--- src/rtl/fifo_stream_pkg.sv ---
// Shared parameters and types for the FIFO read-side stream stage.
// The width defaults track the FIFO DUT defines so both sides agree.
package fifo_stream_pkg;

    localparam int unsigned DEF_DATA_WIDTH = 8;
    localparam int unsigned DEF_CNT_WIDTH  = 16;

    // Skid buffer occupancy: 0, 1 or 2 words.
    typedef logic [1:0] skid_cnt_t;

    localparam skid_cnt_t SKID_EMPTY = 2'd0;
    localparam skid_cnt_t SKID_DEPTH = 2'd2;

endpackage

--- src/rtl/fifo_skid_buf.sv ---
// Two-entry skid buffer that captures FIFO read data and presents it as a
// registered stream word; the issue logic upstream guarantees it never overflows.
module fifo_skid_buf
    import fifo_stream_pkg::*;
#(
    parameter int DATA_WIDTH = DEF_DATA_WIDTH
) (
    input  logic                  clk,
    input  logic                  rst_n,
    input  logic                  wr_en,
    input  logic [DATA_WIDTH-1:0] wr_data,
    input  logic                  pop,
    output logic [1:0]            count,
    output logic                  m_valid,
    output logic [DATA_WIDTH-1:0] m_data
);

    logic [DATA_WIDTH-1:0] mem_r [2];
    logic                  wr_ptr_r;
    logic                  rd_ptr_r;
    skid_cnt_t             count_r;
    skid_cnt_t             count_nxt_s;

    // Occupancy update: a simultaneous write and pop leaves the count unchanged.
    always_comb begin
        count_nxt_s = count_r;
        case ({wr_en, pop})
            2'b10:   count_nxt_s = count_r + 2'd1;
            2'b01:   count_nxt_s = count_r - 2'd1;
            default: count_nxt_s = count_r;
        endcase
    end

    // Storage, pointers and occupancy registers.
    always_ff @(posedge clk or negedge rst_n) begin
        if (!rst_n) begin
            mem_r[0] <= '0;
            mem_r[1] <= '0;
            wr_ptr_r <= 1'b0;
            rd_ptr_r <= 1'b0;
            count_r  <= SKID_EMPTY;
        end else begin
            if (wr_en) begin
                mem_r[wr_ptr_r] <= wr_data;
                wr_ptr_r        <= ~wr_ptr_r;
            end
            if (pop) begin
                rd_ptr_r <= ~rd_ptr_r;
            end
            count_r <= count_nxt_s;
        end
    end

    // A write never lands on the head entry while it is valid, so m_data holds until pop.
    assign count   = count_r;
    assign m_valid = (count_r != SKID_EMPTY);
    assign m_data  = mem_r[rd_ptr_r];

endmodule

--- src/rtl/fifo_rd_stream.sv ---
// FIFO read-side drain stage: issues pops against a one-cycle-latency FIFO read
// port and streams the words out through a skid buffer, with pop/stall counters.
module fifo_rd_stream
    import fifo_stream_pkg::*;
#(
    parameter int DATA_WIDTH = DEF_DATA_WIDTH,
    parameter int CNT_WIDTH  = DEF_CNT_WIDTH
) (
    input  logic                  clk,
    input  logic                  rst_n,
    input  logic                  enable,
    input  logic                  clr,
    input  logic                  empty,
    input  logic [DATA_WIDTH-1:0] rd_data,
    output logic                  rd_en,
    output logic                  m_valid,
    input  logic                  m_ready,
    output logic [DATA_WIDTH-1:0] m_data,
    output logic [CNT_WIDTH-1:0]  word_cnt,
    output logic [CNT_WIDTH-1:0]  stall_cnt,
    output logic                  idle
);

    logic                 inflight_r;
    logic [1:0]           count_s;
    logic                 pop_s;
    logic                 stall_s;
    logic [2:0]           occ_s;
    logic [CNT_WIDTH-1:0] word_cnt_r;
    logic [CNT_WIDTH-1:0] stall_cnt_r;
    logic [CNT_WIDTH-1:0] word_nxt_s;
    logic [CNT_WIDTH-1:0] stall_nxt_s;

    fifo_skid_buf #(
        .DATA_WIDTH (DATA_WIDTH)
    ) u_skid (
        .clk     (clk),
        .rst_n   (rst_n),
        .wr_en   (inflight_r),
        .wr_data (rd_data),
        .pop     (pop_s),
        .count   (count_s),
        .m_valid (m_valid),
        .m_data  (m_data)
    );

    assign pop_s   = m_valid && m_ready;
    assign stall_s = m_valid && !m_ready;

    // Space left after this cycle's pop; m_ready reaches rd_en combinationally for full rate.
    assign occ_s = {1'b0, count_s} + {2'b00, inflight_r} - {2'b00, pop_s};
    assign rd_en = rst_n && enable && !empty && (occ_s < {1'b0, SKID_DEPTH});

    // A read issued this cycle returns data next cycle.
    always_ff @(posedge clk or negedge rst_n) begin
        if (!rst_n) begin
            inflight_r <= 1'b0;
        end else begin
            inflight_r <= rd_en;
        end
    end

    // Counter next-state: clear wins, words wrap, stalls saturate.
    always_comb begin
        word_nxt_s  = word_cnt_r;
        stall_nxt_s = stall_cnt_r;
        if (clr) begin
            word_nxt_s  = '0;
            stall_nxt_s = '0;
        end else begin
            if (pop_s) begin
                word_nxt_s = word_cnt_r + CNT_WIDTH'(1);
            end else begin
                word_nxt_s = word_cnt_r;
            end
            if (stall_s && (stall_cnt_r != {CNT_WIDTH{1'b1}})) begin
                stall_nxt_s = stall_cnt_r + CNT_WIDTH'(1);
            end else begin
                stall_nxt_s = stall_cnt_r;
            end
        end
    end

    // Counter registers.
    always_ff @(posedge clk or negedge rst_n) begin
        if (!rst_n) begin
            word_cnt_r  <= '0;
            stall_cnt_r <= '0;
        end else begin
            word_cnt_r  <= word_nxt_s;
            stall_cnt_r <= stall_nxt_s;
        end
    end

    assign word_cnt  = word_cnt_r;
    assign stall_cnt = stall_cnt_r;
    assign idle      = (count_s == SKID_EMPTY) && !inflight_r;

endmodule

--- config.mk ---
export PLATFORM = sky130hd
export DESIGN_NAME = fifo_rd_stream
export DESIGN_NICKNAME = d
export VERILOG_FILES = /design/src/rtl/fifo_stream_pkg.sv /design/src/rtl/fifo_skid_buf.sv /design/src/rtl/fifo_rd_stream.sv
export SDC_FILE = /design/constraint.sdc
export NUM_CORES = 1
export LEC_CHECK = 0
export ABC_AREA = 1
export CAP_MARGIN = 20
export CORE_MARGIN = 2
export CORE_UTILIZATION = 35
export DETAILED_ROUTE_END_ITERATION = 8
export HOLD_SLACK_MARGIN = 0.03
export PLACE_DENSITY = 0.69
export SKIP_CTS_REPAIR_TIMING = 1
export SYNTH_ARGS = -nofsm -noshare
export SYNTH_HDL_FRONTEND = slang
export SYNTH_SLANG_ARGS = --single-unit
--- constraint.sdc ---
create_clock -name clk -period 2.9 [get_ports clk]
set_clock_uncertainty 0.05 [all_clocks]
set_input_delay 0.58 -clock clk [delete_from_list [all_inputs] [get_ports clk]]
set_output_delay 0.58 -clock clk [all_outputs]
set_load 0.01 [all_outputs]
; ---- Word-level counts from Yosys, hierarchy flattened
; Index checks and enable logic that the tools add are counted.
[totals]
output_inout_bits = 43
in_bits = 14
regBits = 53
[op_classes]
muxes = 11
n_reduce_logical = 16
n_eq_ne = 3
add_sub_neg = 6
bitwise_logic = 4
n_lt_le_gt_ge = 4
[op_table]
columns = op, count
row1 = 16-bit 2-to-1 mux, 4
row2 = "16-bit by 1-bit adder with 16-bit output, second input constant", 2
row3 = 8-bit 2-to-1 mux, 4
row4 = 16-bit bitwise mux, 1
row5 = "16-bit inequality test, second input constant", 1
row6 = 8-bit demux with 1-bit select, 1
row7 = 1-bit logical AND, 8
row8 = 2-bit nonzero test, 4
row9 = "2-bit >= comparator, second input constant", 2
row10 = 1-bit inverter with 2-bit output, 2
row11 = 2-bit case mux with 2 select lines, 1
row12 = 2-bit by 1-bit adder with 3-bit output, 1
row13 = 1-bit zero test, 3
row14 = "3-bit by 2-bit less-than comparator with 1-bit output, second input constant", 1
row15 = 3-bit by 1-bit subtractor with 3-bit output, 1
row16 = "2-bit by 1-bit adder with 2-bit output, second input constant", 1
row17 = "2-bit by 1-bit == test with 1-bit output, second input constant", 1
row18 = "2-bit == test, second input constant", 1
row19 = 2-bit zero test, 1
row20 = "2-bit by 1-bit less-than comparator with 1-bit output, second input constant", 1
row21 = 1-bit inverter, 2
row22 = "2-bit by 1-bit subtractor with 2-bit output, second input constant", 1

; ---- Depth between registers and ports, before layout
; Gate-level depths: netlist of run 1.
[logic_depth]
ltp_word = 6
ltp_mapped = 10
mapped_depth_nobuf = 9

; ---- Cells and area by module
; A second synthesis of run 1 with hierarchy kept.
[unflattened]
cells_unflattened = 388
hier_area_um2 = 3031.7
[by_module_without_submodules]
columns = mod, cells_each, area_per_inst_um2, seq_area_each_um2, n_inst
row1 = fifo_rd_stream, 280, 2088.3, 825.8, 1
row2 = fifo_skid_buf, 108, 943.4, 500.5, 1

; ---- Worst setup path after synthesis of run 1
; Ideal clock, no wire load.
[synth_timing]
kind = reg2out
startpoint = register u_skid.count_r[1] (netlist: u_skid.count[1])
endpoint = output rd_en
arrival_ns = 2.088
setup_slack_ns = 0.182
path_stages_with_launch = 9
cell_sequence = dfrtp_1 > inv_2 > nand2_2 > nand2_2 > nor2_1 > o21ai_0 > fa_1 > nand2_1 > nor4b_1
[synth_via]
elab_chain_len = 5
[synth_lines]
columns = element, line
row1 = "start, declared", fifo_skid_buf.sv:21  ; skid_cnt_t count_r;
row2 = "start signal, assigned", fifo_skid_buf.sv:50  ; count_r <= count_nxt_s;
row3 = 2-bit nonzero test, fifo_skid_buf.sv:56  ; assign m_valid = (count_r != SKID_EMPTY);
row4 = net m_valid, fifo_rd_stream.sv:16  ; output logic m_valid,
row5 = 1-bit logical AND, fifo_rd_stream.sv:47  ; assign pop_s = m_valid && m_ready;
row6 = 3-bit by 1-bit subtractor with 3-bit output, fifo_rd_stream.sv:51  ; assign occ_s = {1'b0, count_s} + {2'b00, inflight_r} - {2'b00, pop_s};
row7 = 3-bit by 2-bit less-than comparator with 1-bit output, fifo_rd_stream.sv:52  ; assign rd_en = rst_n && enable && !empty && (occ_s < {1'b0, SKID_DEPTH});
row8 = 1-bit logical AND, fifo_rd_stream.sv:52
row9 = "end, declared", fifo_rd_stream.sv:15  ; output logic rd_en,
; The timed path passes the listed nets, and every way through them passes these cells.

; ---- Worst setup path in the final report of run 1
[layout_timing]
startpoint = register u_skid.count_r[0] (netlist: u_skid.count[0])
endpoint = output rd_en
[layout_via]
elab_chain_len = 5
[layout_lines]
columns = element, line
row1 = "parallel branches: the longest is 2 deep, another holds 2-bit by 1-bit adder with 3-bit output", --
row2 = 3-bit by 1-bit subtractor with 3-bit output *, fifo_rd_stream.sv:51
row3 = 3-bit by 2-bit less-than comparator with 1-bit output *, fifo_rd_stream.sv:52
row4 = 1-bit logical AND *, fifo_rd_stream.sv:52
; Every way passes the cells marked *.

==> results of run 1 <==
-- cell usage in the layout, fill, tap and decap left out, types with 3 or more instances in the layout --
cell	netlist	routed
nand4_1	15	15
a21oi_1	8	8
buf_4	0	10
inv_1	43	43
clkbuf_8	0	5
dfrtp_1	53	53
o21ai_1	17	18
nor2_4	5	5
nor3_1	5	5
nand2_1	122	122
nand3_1	28	28
clkdlybuf4s50_1	0	53
inv_2	3	3
xor2_1	6	6
nor2_2	2	3
o21ai_0	15	14
nor2_1	38	37
-- critical path, stage by stage, from the launching register on --
cell and delay [ns]:
dfrtp_1 0.41, inv_2 0.09, nand2_2 0.07, nand2_2 0.07
nor2_2 0.04, buf_4 0.13, fa_1 0.51, nand2_1 0.09
nor4b_4 0.27, buf_2 0.17
-- kinds of logic after synthesis --
kind of cell               Yosys count  share of synthesized area (%)
AOI/OAI and AO/OA                   42                          7.540
xor gates and xnor gates             6                          1.841
adders and majority gates            3                          1.578
buffers and inverters               56                          7.716
DFF                                 53                          46.47
and+or+nand+nor                    224                          34.85
-- through the flow --
step                      cells  setup TNS, ns  cell area, µm²  util (%)  total power [mW]
after floorplan             384              0            2854         -             1.394
after detailed placement    542        -0.7073            3561     45.61             1.788
final                       551              0            3717     47.61             2.379
after CTS                   550        -0.7314            3695     47.32             2.397
after global routing        551       -0.02453            3717     47.61             2.547
after global placement      542        -0.6145            3561     45.61             1.757
-- where the power goes --
| part | switching (mW) | internal (mW) | total [mW] | leakage (nW) |
|---|---|---|---|---|
| sequential | 0.103 | 0.885 | 0.988 | 0.703 |
| combinational | 0.407 | 0.385 | 0.792 | 1.01 |
| clock | 0.256 | 0.343 | 0.599 | 0.0681 |
| total | 0.766 | 1.61 | 2.38 | 1.79 |
-- registers in the layout, indices dropped and copies added (netlist names) --
signal and flops:
stall_cnt 16, u_skid.mem_r 16, word_cnt 16, u_skid.count 2, inflight_r 1, u_skid.rd_ptr_r 1, u_skid.wr_ptr_r 1
-- cell type report --
cell class | instances | area share [%]
Tap cell | 102 | 3.433
Inverter | 47 | 4.746
Multi-Input combinational cell | 275 | 35.64
Timing Repair Buffer | 66 | 16.90
Sequential cell | 53 | 35.68
Clock inverter | 3 | 1.750
Clock buffer | 5 | 1.851
-- path summary, 6_finish.rpt --
path	start	to	cells after the start
max in group asynchronous	rst_n	stall_cnt[9]$_DFFE_PN0P_	2
min in group clk	u_skid.mem_r[2]$_DFFE_PN0P_	u_skid.mem_r[2]$_DFFE_PN0P_	2
max reg2reg	u_skid.count[0]$_DFFE_PN0P_	inflight_r$_DFF_PN0_	8
max	u_skid.count[0]$_DFFE_PN0P_	rd_en	9
min reg2reg	u_skid.mem_r[2]$_DFFE_PN0P_	u_skid.mem_r[2]$_DFFE_PN0P_	2
min	rst_n	inflight_r$_DFF_PN0_	2
-- layer usage --
metal	GRT usage [%]	up-vias
met2	28.27	43
met1	21.15	1237
met4	4.952	0
met3	2.809	6
li1	-	1348
met5	0	-
-- synth_stat cells (2+ instances only) --
cell type and count:
nand2_1 122, dfrtp_1 53, inv_1 43, nor2_1 38
nand3_1 28, o21ai_1 17, nand4_1 15, o21ai_0 15
a21oi_1 8, clkbuf_1 6, xor2_1 6, nor2_4 5
nor3_1 5, inv_2 3, buf_2 2, ha_1 2
nand2_2 2, nand3b_1 2, nor2_2 2, o21bai_1 2
==> reports/metrics.yaml, run 1 <==
status: "finished clean"
drt_iter0_markers: 84
vias: 2634
pin_count: 57
wl_met3_um: 196
die_w_um: 94.30
num_rows: 32
yosysSeqAreaShare_pct: 46.47
insertion_delay_ns: 0.30
cts.sinks: 53
yosysTopAreaCell: "dfrtp_1"
drv_cap: 0
seq_area_um2: 1326
antenna_found_initial: 0
period_needed_ns: 2.786
ys_warn_count: 0
multi_input_area_um2: 1325
route.met2.wl_um: 3366
arrival_ns: 2.16
critPathLaunchType: "flip-flop"
via_per_inst: 4.780
routed.top_layer: "met4"
antenna_cells: 0
syn_area_per_cell_um2: 7.432
cts_tree: "done"
numCtsBuffers: 5
slew_violations: 0
finalHoldViolCount: 0
cts_buffer_depth: 2
tightest_slew_ns: 0.6991
holdWs_ns: 0.3561
drive_gt1_share_pct: 7.795
core_um2: 7807
grtUsageTotal_pct: 16.42
first_pass_iters: 4
root_buffer: "clkbuf_8"
synth-seq-cells: 53
drc: 0
synthCells: 384
synth_area_leaders: "dfrtp_1 46%, nand2_1 16%, inv_1 5.7%"
p_leak_nw: 1.786
area_growth_pct: 30.25
synth_edf_count: 0
die_area_um2: 8892
reg2reg_slack_ns: 1.08
hp-class: "in2async"
wl_met1_um: 3203
routed_wl_um: 6827
drtAntennaViolNets: 0
powerDensity_nw_per_um2: 639.9
io_buffers: 56
worstSetupPathType: "reg2out"
nNetsFinal: 465
grt_max_degree: 54
synth_nets: 401
finalWeightedCongestion: 0.8051
setup_slack_ns: 0.1141
avgRoutedWirePerCell_um: 12.39
max_freq_mhz: 359.0
yosysTopAreaCellShare_pct: 46.47
hpwl_um: 4830
fin_crit_sh_pct: 96.06
clk_pin_slew_ns: 0.10
start_util_pct: 36.55
peakVddDrop_v: 0.0003926
ys_types: 28
critPathRequiredTime_ns: 2.27
setup_viol: 0
die_h_um: 94.30
syn-cell-area_um2: 2854
n_fill_cell: 779
async_flop_share_pct: 100.0
endpoint_kind: "output port"
grt_pass1_wl_um: 11750
maxSlewHeadroom_pct: 53.39
grt-ovfl-total: 0
synth_ff_type: "dfrtp_1"
grt_pass1_vias: 2608
cts-htree-levels: 2
preCtsSetupSlack_ns: -0.7073
crit_fanout: 4
Power figures use the tool's default switching activity.
==> run 2, diff against run 1 <==
--- a/config.mk
+++ b/config.mk
@@ -7,11 +7,13 @@
 export LEC_CHECK = 0
 export ABC_AREA = 1
 export CAP_MARGIN = 20
+export CELL_PAD_IN_SITES_DETAIL_PLACEMENT = 1
+export CELL_PAD_IN_SITES_GLOBAL_PLACEMENT = 1
 export CORE_MARGIN = 2
 export CORE_UTILIZATION = 35
 export DETAILED_ROUTE_END_ITERATION = 8
 export HOLD_SLACK_MARGIN = 0.03
-export PLACE_DENSITY = 0.69
+export PLACE_DENSITY = 0.87
 export SKIP_CTS_REPAIR_TIMING = 1
 export SYNTH_ARGS = -nofsm -noshare
 export SYNTH_HDL_FRONTEND = slang
==> run 2 against run 1 <==
Net effect:
- maximum frequency decreased by 3.3%
- final area about the same
- first-iteration DRC count decreased by 51%
- via count increased by 3.4%
- total power decreased by 4.2%
- register-to-register slack got worse by 0.27 ns
- non-clock buffer count increased by 3
- wire length increased by 15%
- global-route usage increased by 2.3 points
- combinational power increased by 4.4%
==> reports/metrics.yaml, run 2 (same netlist as run 1, synthesis figures left out) <==
cts.sinks: 53  # unchanged
finalPower_mw: 2.279  # -4.2%
io_buffers: 56  # unchanged
die_w_um: 94.30  # unchanged
p_leak_nw: 1.787  # about the same
first_pass_iters: 4  # unchanged
fin_crit_sh_pct: 99.36  # +3.3 points
avgRoutedWirePerCell_um: 14.20  # +15%
tightest_slew_ns: 0.6836  # -0.01553 ns
peakVddDrop_v: 0.0002443  # -38%
drt_iter0_markers: 41  # -51%
finalHoldViolCount: 0  # unchanged
p_int_mw: 1.469  # -8.9%
pin_count: 57  # unchanged
clk_pin_slew_ns: 0.11  # about the same
setup_slack_ns: 0.01854  # -0.09559 ns
die_h_um: 94.30  # unchanged
cts-htree-levels: 2  # unchanged
nNetsFinal: 468  # +0.65%
insertion_delay_ns: 0.31  # about the same
reg2reg_slack_ns: 0.81  # -0.27 ns
final_common_cell: "nand2_1"
startpoint: "u_skid.count[0]$_DFFE_PN0P_"
instances_no_fill: 554  # +0.54%
status: "finished clean"
num_rows: 32  # unchanged
crit_fanout: 4  # unchanged
switching_share_pct: 35.53  # +3.3 points
use_met3_pct: 2.488  # -0.32 points
worstSetupPathType: "reg2out"
grt_max_degree: 54  # unchanged
drv_cap: 0  # unchanged
core_um2: 7807  # unchanged
hp-class: "in2async"
slew_violations: 0  # unchanged
drc: 0  # unchanged
pwr-share-clk_pct: 20.2  # -5.0 points
grt-ovfl-total: 0  # unchanged
drtAntennaViolNets: 0  # unchanged
antenna_cells: 0  # unchanged
p_sw_mw: 0.8097  # +5.7%
die_area_um2: 8892  # unchanged
power_frac_seq_pct: 43.5  # +2.0 points
grtUsageTotal_pct: 18.71  # +2.3 points
drive_gt1_share_pct: 8.850  # +1.1 points
maxSlewHeadroom_pct: 54.43  # +1.0 points
critPathRequiredTime_ns: 2.27  # about the same
routed_wl_um: 7865  # +15%
worstReg2RegEnd: "inflight_r$_DFF_PN0_"
cts_tree: "done"
hpwl_um: 5704  # +18%
setup_viol: 0  # unchanged
antenna_found_initial: 0  # unchanged
placed_cells: 543  # +0.18%
numCtsBuffers: 5  # unchanged
root_buffer: "clkbuf_8"
reg2regPathDepth: 8  # unchanged
via_per_inst: 4.915  # +2.8%
area_growth_pct: 30.34  # about the same
period_needed_ns: 2.881  # +0.09559 ns
max_freq_mhz: 347.0  # -3.3%
grt-busiest-layer: "met2"
critPathLaunchType: "flip-flop"
grt_pass1_vias: 2805  # +7.6%
grt_util_met1_pct: 24.26  # +3.1 points
grt_pass1_wl_um: 13390  # +14%
start_util_pct: 36.55  # unchanged
powerDensity_nw_per_um2: 612.6  # -4.3%
rsz0062_at_grt: "true"
cts_buffer_depth: 2  # unchanged
r2r-start: "u_skid.count[0]$_DFFE_PN0P_"
met2_usage_pct: 33.10  # +4.8 points
p_comb_share_pct: 36.3  # +3.0 points
endpoint_kind: "output port"
arrival_ns: 2.25  # +0.09 ns
mostFrequentLayoutCells: "122 x nand2_1, 53 x dfrtp_1, 53 x clkdlybuf4s50_1, 43 x inv_1, 37 x nor2_1"
vias: 2723  # +3.4%
preCtsSetupSlack_ns: -0.8218  # -0.1145 ns
finalWeightedCongestion: 0.7609  # -5.5%
-- run 2: metal layers --
metal	wire length, µm	vias to the layer above
li1	-	1352
met1	3587	1317
met2	3964	47
met3	228	7
met4	84	0
met5	0	-
-- run 2: worst max-delay path: stages (launching register included) --
cell     delay, ns
dfrtp_1       0.43
inv_2         0.09
nor2_1        0.23
o21ai_2       0.13
fa_2          0.53
nand2_1       0.06
nor4b_2       0.29
buf_2         0.18
-- run 2: stage by stage --
stage | instance area (µm²) | hold WS [ns] | TNS [ns] | utilization (%)
floorplan | 2854 | 0.2344 | 0 | -
global placement | 3568 | 0.4180 | -0.6293 | 45.71
detailed placement | 3568 | 0.4239 | -0.8218 | 45.71
CTS | 3666 | 0.3912 | -0.8446 | 46.96
global route | 3720 | 0.4031 | -0.09320 | 47.64
finish | 3720 | 0.3514 | 0 | 47.64
-- run 2: final cells by class --
class	count	area (µm²)
Sequential cell	53	1326
Multi-Input combinational cell	275	1338
Clock inverter	3	28.78
Clock buffer	5	68.82
Tap cell	102	127.6
Inverter	47	176.4
Timing Repair Buffer	69	654.4
Fill cell	990	4088
-- run 2: worst max path at each step --
stage	to	slack, ns
after detailed placement	rd_en	-0.82
final	rd_en	0.02
after global routing	rd_en	-0.09
after global placement	rd_en	-0.63
after CTS	rd_en	-0.84
after floorplan	rd_en	0.18
-- run 2: power groups by stage --
stage,clock (mW),combinational [mW],sequential (mW)
2_1_floorplan,0,0.422,0.972
3_3_place_gp,0,0.760,0.995
3_5_place_dp,0,0.792,1.00
4_1_cts,0.476,0.793,0.989
5_1_grt,0.495,0.923,1.01
6_report,0.460,0.827,0.992
